<file path="config.mk">
export PLATFORM = sky130hd
export DESIGN_NAME = lmc_rx_cfg_ctrl
export DESIGN_NICKNAME = d
export VERILOG_FILES = /design/src/rtl/lmc_rx_cfg_ctrl_pkg.sv /design/src/rtl/lmc_cfg_drain_counter.sv /design/src/rtl/lmc_rx_cfg_ctrl.sv
export SDC_FILE = /design/constraint.sdc
export NUM_CORES = 1
export LEC_CHECK = 0
export CORE_ASPECT_RATIO = 1.25
export CORE_MARGIN = 8
export CORE_UTILIZATION = 45
export DETAILED_ROUTE_END_ITERATION = 8
export HOLD_SLACK_MARGIN = 0.12
export PLACE_DENSITY = 0.79
export SYNTH_ARGS = -nofsm -noshare
export SYNTH_HDL_FRONTEND = slang
export SYNTH_SLANG_ARGS = --single-unit
</file>
<file path="constraint.sdc">
create_clock -name clk -period 1.7 [get_ports clk]
set_input_delay 0.255 -clock clk [delete_from_list [all_inputs] [get_ports clk]]
set_output_delay 0.255 -clock clk [all_outputs]
set_load 0.02 [all_outputs]
</file>
<file path="src/rtl/lmc_rx_cfg_ctrl_pkg.sv">
// Shared definitions for the LMC_RX configuration sequencer.
//   - cfg_state_t : sequencer state encoding
//   - GEN_MIN/GEN_MAX, gen_legal(), lanes_legal() : request legality checks
//   - LMC_DEFAULT_GEN / LMC_DEFAULT_LANES : post-reset link configuration,
//     also used by LMC_RX and the TX lane management control
package lmc_rx_cfg_ctrl_pkg;

  typedef enum logic [2:0] {
    ST_IDLE   = 3'd0,
    ST_BLOCK  = 3'd1,
    ST_FLUSH  = 3'd2,
    ST_APPLY  = 3'd3,
    ST_DONE   = 3'd4,
    ST_REJECT = 3'd5
  } cfg_state_t;

  localparam logic [2:0] GEN_MIN           = 3'd1;
  localparam logic [2:0] GEN_MAX           = 3'd5;
  localparam logic [2:0] LMC_DEFAULT_GEN   = 3'd1;
  localparam logic [4:0] LMC_DEFAULT_LANES = 5'd1;

  function automatic logic gen_legal(input logic [2:0] g);
    return (g >= GEN_MIN) && (g <= GEN_MAX);
  endfunction

  // A 5-bit power of two is automatically <= 16.
  function automatic logic lanes_legal(input logic [4:0] l);
    return (l != 5'd0) && ((l & (l - 5'd1)) == 5'd0);
  endfunction

endpackage

</file>
<file path="src/rtl/lmc_cfg_drain_counter.sv">
// Drain detector for the configuration sequencer.
// Counts consecutive idle cycles while the sequencer is blocking the
// datapath and, when LMC_CFG_TIMEOUT_EN is defined, runs a watchdog over
// the whole blocking period.
// Ports:
//   clk, reset (sync, active low)
//   active    : sequencer is in BLOCK
//   idle      : no lane valid and no datapath output valid this cycle
//   drainDone : this cycle completes DRAIN_CYCLES consecutive idle cycles
//   timeout   : this cycle is the TIMEOUT_CYCLES-th blocking cycle and the
//               drain did not complete (always 0 without LMC_CFG_TIMEOUT_EN)
module lmc_cfg_drain_counter
  import lmc_rx_cfg_ctrl_pkg::*;
#(
  parameter int DRAIN_CYCLES   = 4,
  parameter int TIMEOUT_CYCLES = 64
) (
  input  logic clk,
  input  logic reset,
  input  logic active,
  input  logic idle,
  output logic drainDone,
  output logic timeout
);

  localparam int DW = (DRAIN_CYCLES > 1) ? $clog2(DRAIN_CYCLES) : 1;
  localparam logic [DW-1:0] DRAIN_LAST = DW'(DRAIN_CYCLES - 1);

  logic [DW-1:0] idleRun;

  // Any activity restarts the run, including activity in the cycle that
  // would otherwise have completed it.
  always_ff @(posedge clk) begin
    if (!reset || !active || !idle) begin
      idleRun <= '0;
    end else if (idleRun != DRAIN_LAST) begin
      idleRun <= idleRun + 1'b1;
    end
  end

  assign drainDone = active && idle && (idleRun == DRAIN_LAST);

`ifdef LMC_CFG_TIMEOUT_EN
  localparam int TW = (TIMEOUT_CYCLES > 1) ? $clog2(TIMEOUT_CYCLES) : 1;
  localparam logic [TW-1:0] WD_LAST = TW'(TIMEOUT_CYCLES - 1);

  logic [TW-1:0] wdCnt;

  always_ff @(posedge clk) begin
    if (!reset || !active) begin
      wdCnt <= '0;
    end else if (wdCnt != WD_LAST) begin
      wdCnt <= wdCnt + 1'b1;
    end
  end

  // A drain that completes on the last allowed cycle still wins.
  assign timeout = active && (wdCnt == WD_LAST) && !drainDone;
`else
  // Watchdog compiled out: constant false, TIMEOUT_CYCLES kept referenced
  // so both builds share one parameter interface.
  assign timeout = (TIMEOUT_CYCLES < 0);
`endif

endmodule

</file>
<file path="src/rtl/lmc_rx_cfg_ctrl.sv">
// Configuration sequencer for the RX lane-management datapath (LMC_RX).
// Owns GEN / LANESNUMBER and changes them only via
// block -> drain -> flush -> apply -> acknowledge.
// Optional build macro: LMC_CFG_TIMEOUT_EN (drain watchdog -> reject).
// Ports:
//   clk, reset (sync, active low)
//   cfgReq/cfgGen/cfgLanes : level request, held until cfgAck
//   descramblerDataValid   : per-lane valid into the datapath
//   LMCValid               : datapath output valid
//   cfgAck/cfgErr          : one-cycle completion, cfgErr marks a rejection
//   cfgBusy                : sequence in progress
//   rxBlock                : gates lane valids into the datapath
//   lmcReset               : active-low datapath reset
//   GEN/LANESNUMBER        : current configuration to the datapath
module lmc_rx_cfg_ctrl
  import lmc_rx_cfg_ctrl_pkg::*;
#(
  parameter int         DRAIN_CYCLES   = 4,
  parameter int         FLUSH_CYCLES   = 2,
  parameter logic [2:0] DEFAULT_GEN    = LMC_DEFAULT_GEN,
  parameter logic [4:0] DEFAULT_LANES  = LMC_DEFAULT_LANES,
  parameter int         TIMEOUT_CYCLES = 64
) (
  input  logic        clk,
  input  logic        reset,
  input  logic        cfgReq,
  input  logic [2:0]  cfgGen,
  input  logic [4:0]  cfgLanes,
  input  logic [15:0] descramblerDataValid,
  input  logic        LMCValid,
  output logic        cfgAck,
  output logic        cfgErr,
  output logic        cfgBusy,
  output logic        rxBlock,
  output logic        lmcReset,
  output logic [2:0]  GEN,
  output logic [4:0]  LANESNUMBER
);

  localparam int FW = (FLUSH_CYCLES > 1) ? $clog2(FLUSH_CYCLES) : 1;
  localparam logic [FW-1:0] FLUSH_LAST = FW'(FLUSH_CYCLES - 1);

  cfg_state_t    state;
  cfg_state_t    nxt;
  logic [2:0]    holdGen;
  logic [4:0]    holdLanes;
  logic [FW-1:0] flushCnt;
  logic          ackPrev;
  logic          accept;
  logic          reqLegal;
  logic          reqSame;
  logic          dpIdle;
  logic          drainDone;
  logic          timeout;

  assign dpIdle   = (descramblerDataValid == 16'd0) && !LMCValid;
  // Requiring cfgAck low in the previous cycle forces the requester to
  // drop cfgReq after an ack before a new request is taken.
  assign accept   = cfgReq && !ackPrev;
  assign reqLegal = gen_legal(cfgGen) && lanes_legal(cfgLanes);
  assign reqSame  = (cfgGen == GEN) && (cfgLanes == LANESNUMBER);

  lmc_cfg_drain_counter #(
    .DRAIN_CYCLES   (DRAIN_CYCLES),
    .TIMEOUT_CYCLES (TIMEOUT_CYCLES)
  ) u_drain (
    .clk       (clk),
    .reset     (reset),
    .active    (state == ST_BLOCK),
    .idle      (dpIdle),
    .drainDone (drainDone),
    .timeout   (timeout)
  );

  always_comb begin
    nxt = state;
    case (state)
      ST_IDLE: begin
        if (accept) begin
          if (!reqLegal)    nxt = ST_REJECT;
          else if (reqSame) nxt = ST_DONE;
          else              nxt = ST_BLOCK;
        end
      end
      ST_BLOCK: begin
        if (drainDone)    nxt = ST_FLUSH;
        else if (timeout) nxt = ST_REJECT;
      end
      ST_FLUSH: begin
        if (flushCnt == FLUSH_LAST) nxt = ST_APPLY;
      end
      ST_APPLY:  nxt = ST_DONE;
      ST_DONE:   nxt = ST_IDLE;
      ST_REJECT: nxt = ST_IDLE;
      default:   nxt = ST_IDLE;
    endcase
  end

  // Outputs are registered from the next state so they line up with the
  // registered state they decode.
  always_ff @(posedge clk) begin
    if (!reset) begin
      state       <= ST_IDLE;
      GEN         <= DEFAULT_GEN;
      LANESNUMBER <= DEFAULT_LANES;
      holdGen     <= '0;
      holdLanes   <= '0;
      flushCnt    <= '0;
      ackPrev     <= 1'b0;
      cfgAck      <= 1'b0;
      cfgErr      <= 1'b0;
      cfgBusy     <= 1'b0;
      rxBlock     <= 1'b0;
    end else begin
      state   <= nxt;
      ackPrev <= cfgAck;
      if ((state == ST_IDLE) && accept) begin
        holdGen   <= cfgGen;
        holdLanes <= cfgLanes;
      end
      if (state == ST_FLUSH) flushCnt <= flushCnt + 1'b1;
      else                   flushCnt <= '0;
      if (state == ST_APPLY) begin
        GEN         <= holdGen;
        LANESNUMBER <= holdLanes;
      end
      cfgAck  <= (nxt == ST_DONE) || (nxt == ST_REJECT);
      cfgErr  <= (nxt == ST_REJECT);
      cfgBusy <= (nxt != ST_IDLE);
      rxBlock <= (nxt == ST_BLOCK) || (nxt == ST_FLUSH) ||
                 (nxt == ST_APPLY) || (nxt == ST_DONE);
    end
  end

  // Combinational with the reset input so the datapath is held in reset
  // for as long as this block is.
  assign lmcReset = reset && (state != ST_FLUSH);

endmodule
</file>
# --- Word-level counts from Yosys, hierarchy flattened ---
# Cells that the tools add are included.
totals:
  ff_bits: 27
  inputBits: 28
  output_inout_bits: 13
  word_cells: 64
classes:
  addsub: 3
  order_cmp: 2
  n_eq_ne: 13
  n_mux: 6
  n_bitwise: 1
  reduce_logical: 27
ops:
  columns: ["operator", "n"]
  rows:
  - ["logical NOT 16 bit", 1]
  - ["2-to-1 mux 3 bit", 5]
  - ["equality test 3 x 2 -> 1 bit, second input constant", 4]
  - ["one-hot mux 3 bit (4 select lines)", 1]
  - ["logical AND 1 bit", 10]
  - ["equality test 3 x 1 -> 1 bit, second input constant", 2]
  - ["equality test 3 bit, second input constant", 2]
  - ["logical OR 1 bit", 6]
  - ["bitwise AND 5 bit", 1]
  - ["equality test 5 bit", 1]
  - ["logical NOT 1 bit", 5]
  - ["logical NOT 5 bit", 1]
  - ["nonzero test 5 bit", 1]
  - ["subtractor 5 x 1 -> 5 bit, second input constant", 1]
  - ["equality test 3 bit", 1]
  - [">= comparator 3 x 1 -> 1 bit, second input constant", 1]
  - ["<= comparator 3 bit, second input constant", 1]
  - ["logical NOT 3 bit", 1]
  - ["inequality test 3 x 2 -> 1 bit, second input constant", 1]
  - ["nonzero test 3 bit", 1]
  - ["adder 2 x 1 -> 2 bit, second input constant", 1]
  - ["equality test 2 bit, second input constant", 1]
  - ["inequality test 2 bit, second input constant", 1]
  - ["AND reduction 2 bit", 1]
  - ["adder 1 bit, second input constant", 1]

# --- Logic depth before layout (Yosys ltp) ---
# Gate-level depths: netlist of run 1.
logic_depth:
  ltp_word: 12
  depth_mapped: 7

# --- Hierarchy ---
# From an unflattened synthesis of run 1, not the netlist that was laid out.
hier_totals:
  hier_cells: 143
  hier_area_um2: 1273.7
modules_own_cells:
  columns: ["module", "instances", "cells_per_inst", "area_per_inst_um2", "seq_area_each_um2"]
  rows:
  - ["lmc_rx_cfg_ctrl", 1, 132, 1171.1, 500.5]
  - ["lmc_cfg_drain_counter", 1, 11, 102.6, 40.0]

# --- Worst setup path after synthesis of run 1 ---
# No wires, ideal clock.
synth_timing:
  kind: "reg-to-reg"
  startpoint: "register LANESNUMBER[1]"
  endpoint: "register state[0]"
  setup_time_ps: 117
  arrival_ps: 1210
  required_ps: 1583
  setup_slack_ps: 373
  stages_incl_launch_ff: 6
  period_less_slack_ps: 1327
  path_cell_list: "dfxtp_1 > xnor2_1 > nand4_1 > nor2_1 > nand4_1 > a32o_1"
synth_via:
  elab_chain_len: 6
synth_lines:
  columns: ["element", "line", "source"]
  rows:
  - ["from (decl)", "lmc_rx_cfg_ctrl.sv:37", "output logic [4:0] LANESNUMBER"]
  - ["from (signal assigned)", "lmc_rx_cfg_ctrl.sv:125", "LANESNUMBER <= holdLanes;"]
  - ["equality test 5 bit", "lmc_rx_cfg_ctrl.sv:61", "assign reqSame = (cfgGen == GEN) && (cfgLanes == LANESNUMBER);"]
  - ["logical AND 1 bit", "lmc_rx_cfg_ctrl.sv:61", null]
  - ["2-to-1 mux 3 bit", "lmc_rx_cfg_ctrl.sv:81", "else if (reqSame) nxt = ST_DONE;"]
  - ["2-to-1 mux 3 bit", "lmc_rx_cfg_ctrl.sv:80", "if (!reqLegal) nxt = ST_REJECT;"]
  - ["2-to-1 mux 3 bit", "lmc_rx_cfg_ctrl.sv:79", "if (accept) begin"]
  - ["one-hot mux 3 bit (4 select lines)", "lmc_rx_cfg_ctrl.sv:77", "case (state)"]
  - ["to (signal assigned)", "lmc_rx_cfg_ctrl.sv:115", "state <= nxt;"]
  - ["to (decl)", "lmc_rx_cfg_ctrl.sv:43", "cfg_state_t state;"]
# Every way passes these cells.
# A chain may end at the register's enable or synchronous reset.

# --- Worst setup path after layout of run 1 ---
layout_timing:
  startpoint: "register GEN[1]"
  endpoint: "output GEN[1]"
layout_rtl:
  columns: ["element", "line", "source"]
  rows:
  - ["from (decl)", "lmc_rx_cfg_ctrl.sv:36", "output logic [2:0] GEN,"]
  - ["from (signal assigned)", "lmc_rx_cfg_ctrl.sv:124", "GEN <= holdGen;"]
# No word-level cell between the ends.

==> run_results.csv, run 1 <==
group,metric,value,unit
power_and_ir_drop,ir_worst_vdd,586,uV
yosys,syn_area_per_cell,9.59,um2
clocking,numCtsBuffers,3,
setup_path,crit_path_max_incr_delay,630,ps
routing,post-route-drc-count,0,
yosys,ys_ff_latch,27,
setup_path,worst-path-buf-inv,1,
die,die_h,74.8,um
sta,fmax,619,MHz
setup_path,end_kind,"output pin",
global_route,antenna_found_initial,0,
die,die_x,63.1,um
yosys,synth_cells,130,
setup_path,worstRegToRegCells,7,
routing,viasPerCell,5.20,
sta,final_hold_viol_count,0,
final_layout,area_growth,44.1,%
placement,place_hpwl,2.54,mm
routing,wl_per_cell,15.2,um
placement,routabilityCongestion,0.807,
sta,skew,7.59,ps
sta,rsz0062_at_grt,"no",
setup_path,cp_data_arrival_time,1360,ps
setup_path,crit_type,"reg -> out",
min_path,min_path_type,"reg -> reg",
routing,vias,1124,
clocking,cts_tree,"yes",
sta,setup_viol,0,
global_route,grt_overflow,0,
yosys,ys.flop_type,"dfxtp_1",
sta,max_slew_margin,0.681,
yosys,ys_seq_area_frac,0.434,
final_layout,finalNetCount,212,
setup_path,slowest_stage,"clkdlybuf4s50_1",
setup_path,crit_family,"buffers and inverters",
sta,fin_tns_setup,0,ps
global_route,grt_pass1_vias,1240,
die,rows,21,
flow_run,cap_violations,0,
setup_path,rr_startpoint,"state[0]",
power_and_ir_drop,power.leakage,0.000662,uW
routing,drt_iter0_drc,26,
die,initial_core_util,0.470,
setup_path,required,1440,ps
clocking,cts_setup_buffers,0,
clocking,cts.sinks,27,
yosys,ys_types,33,
routing,ant_nets,0,
final_layout,drive_gt1_frac,0.126,
final_layout,final_cells,216,
placement,io_buffers,40,
routing,routed_wirelength,3.28,mm
yosys,yosysWarningCount,0,
clocking,cts-root-buf,"clkbuf_4",
global_route,grt_usage,0.141,
sta,timing.final.crit_share,0.950,
setup_path,startpoint,"GEN[1]",
setup_path,crit_chain,"clkdlybuf4s50_1",
sta,layout_min_cycle_time,1620,ps
final_layout,multi_input_area,662,um2
power_and_ir_drop,powerDensity,696,nW/um2
setup_path,crit_path_start_kind,"flop",
setup_path,cp.depth,1,
clocking,clkLatencyLatePin,330,ps
yosys,async_flop_share,0,
final_layout,seqCellArea,541,um2
die,fp.coreArea,2650,um2
sta,drv_slew,0,
placement,placedCellCount,212,
global_route,grt_max_degree,27,
clocking,path_clk_slew,150,ps
min_path,min_path_cells,1,
setup_path,r2r_setup_slack,310,ps
die,ioPinCount,41,
final_layout,nFillCells,235,
final_layout,insertedDiodeCount,0,
routing,first_pass_iters,4,
yosys,synth_edf_count,0,
sta,tightest_slew,477,ps
clocking,h-tree-depth,1,
setup_path,crit_fanout,3,
die,dieArea,4720,um2
yosys,synth_nets,159,
min_path,hold_start,"flushCnt",
run_status,status,"complete, no violations",
yosys,syn-cell-area,1250,um2
global_route,grt_pass1_wl,5.51,mm
clocking,clk_path_buf_depth,2,
[synthesized netlist by cell type, types with 3 or more instances]
cell      number  area share
xnor2_1        9       0.063
nor4_1         3       0.015
clkbuf_1       3      0.0090
nand4_1        4       0.020
buf_6          3       0.027
mux2i_1       10       0.080
nor3b_1        3       0.018
nand2_1       18       0.054
nor2_1         7       0.021
nor2b_1       10       0.050
dfxtp_1       27        0.43
nand3_1        3       0.012
a21boi_1      10       0.060
[placed cells by master, fill, tap and decap left out, types with 2 or more instances in the layout]
cell,count
nand4_1,4
buf_4,13
nor2_1,7
nand3_1,3
dfxtp_1,27
clkdlybuf4s50_1,39
nor2b_1,10
mux2i_1,10
nor4_1,3
clkbuf_4,3
nor3b_1,2
a21boi_1,10
nand2_1,18
xnor2_1,9
[final cells by class]
type	count	share of cell area
multi-input cells	96	0.369
well taps	34	0.0237
clock inverters	1	0.00418
clock buffers	3	0.0125
repair buffers	54	0.288
inverters	1	0.00209
flip-flops and latches	27	0.301
[sequential cells by signal, summed over array words and instances (netlist names)]
signal           count
LANESNUMBER          5
holdLanes            5
GEN                  3
holdGen              3
state                3
u_drain.idleRun      2
ackPrev              1
cfgAck               1
cfgBusy              1
cfgErr               1
flushCnt             1
rxBlock              1
[what timing repair did]
item                                    CTS  global route
gates resized for setup                   2             0
hold buffers                              0             0
endpoints found under the setup margin    1             0
[final timing paths]
kind / end
min: flushCnt
max reg2reg: holdGen[2]
max: GEN[1]
min reg2reg: flushCnt
[power breakdown]
group / internal, uW / leakage, uW / switching, uW
logic: 166 / 0.000428 / 115
clock network: 90.1 / 0.0000139 / 195
registers: 666 / 0.000220 / 18.2
[metrics by stage]
stage,power [uW],hold WS (ps),worst slack (ps),utilization,cell area (um2)
after floorplan,834,388,373,-,1250
after global routing,1300,455,20.4,0.677,1800
final,1250,432,84.7,0.677,1800
after detailed placement,978,407,-190,0.664,1760
after CTS,1260,426,61.8,0.677,1800
after global placement,969,397,-77.3,0.664,1760
[layer usage]
metal,global-route usage,share of wire,up-vias
met4,0.0381,0.0085,0
met1,0.142,0.42,525
met2,0.283,0.50,42
li1,-,-,553
met5,0,0,-
met3,0.0342,0.065,4
[cell families after synthesis]
kind of cell | after synthesis | synth area share
and+or+nand+nor | 59 | 0.265
DFF | 27 | 0.434
AOI/OAI and AO/OA | 16 | 0.101
xor gates and xnor gates | 10 | 0.0703
muxes | 10 | 0.0803
buffers and inverters | 7 | 0.0392
adders and majority gates | 1 | 0.0100
(Power assumes the default switching activity.)
==> inputs of run 2 (changes only) <==
--- a/config.mk
+++ b/config.mk
@@ -11,6 +11,7 @@
 export DETAILED_ROUTE_END_ITERATION = 8
 export HOLD_SLACK_MARGIN = 0.12
 export PLACE_DENSITY = 0.79
+export SLEW_MARGIN = 40
 export SYNTH_ARGS = -nofsm -noshare
 export SYNTH_HDL_FRONTEND = slang
 export SYNTH_SLANG_ARGS = --single-unit
==> results of run 2 <==
No change in the layout: final DEF, timing and power equal those of run 1.
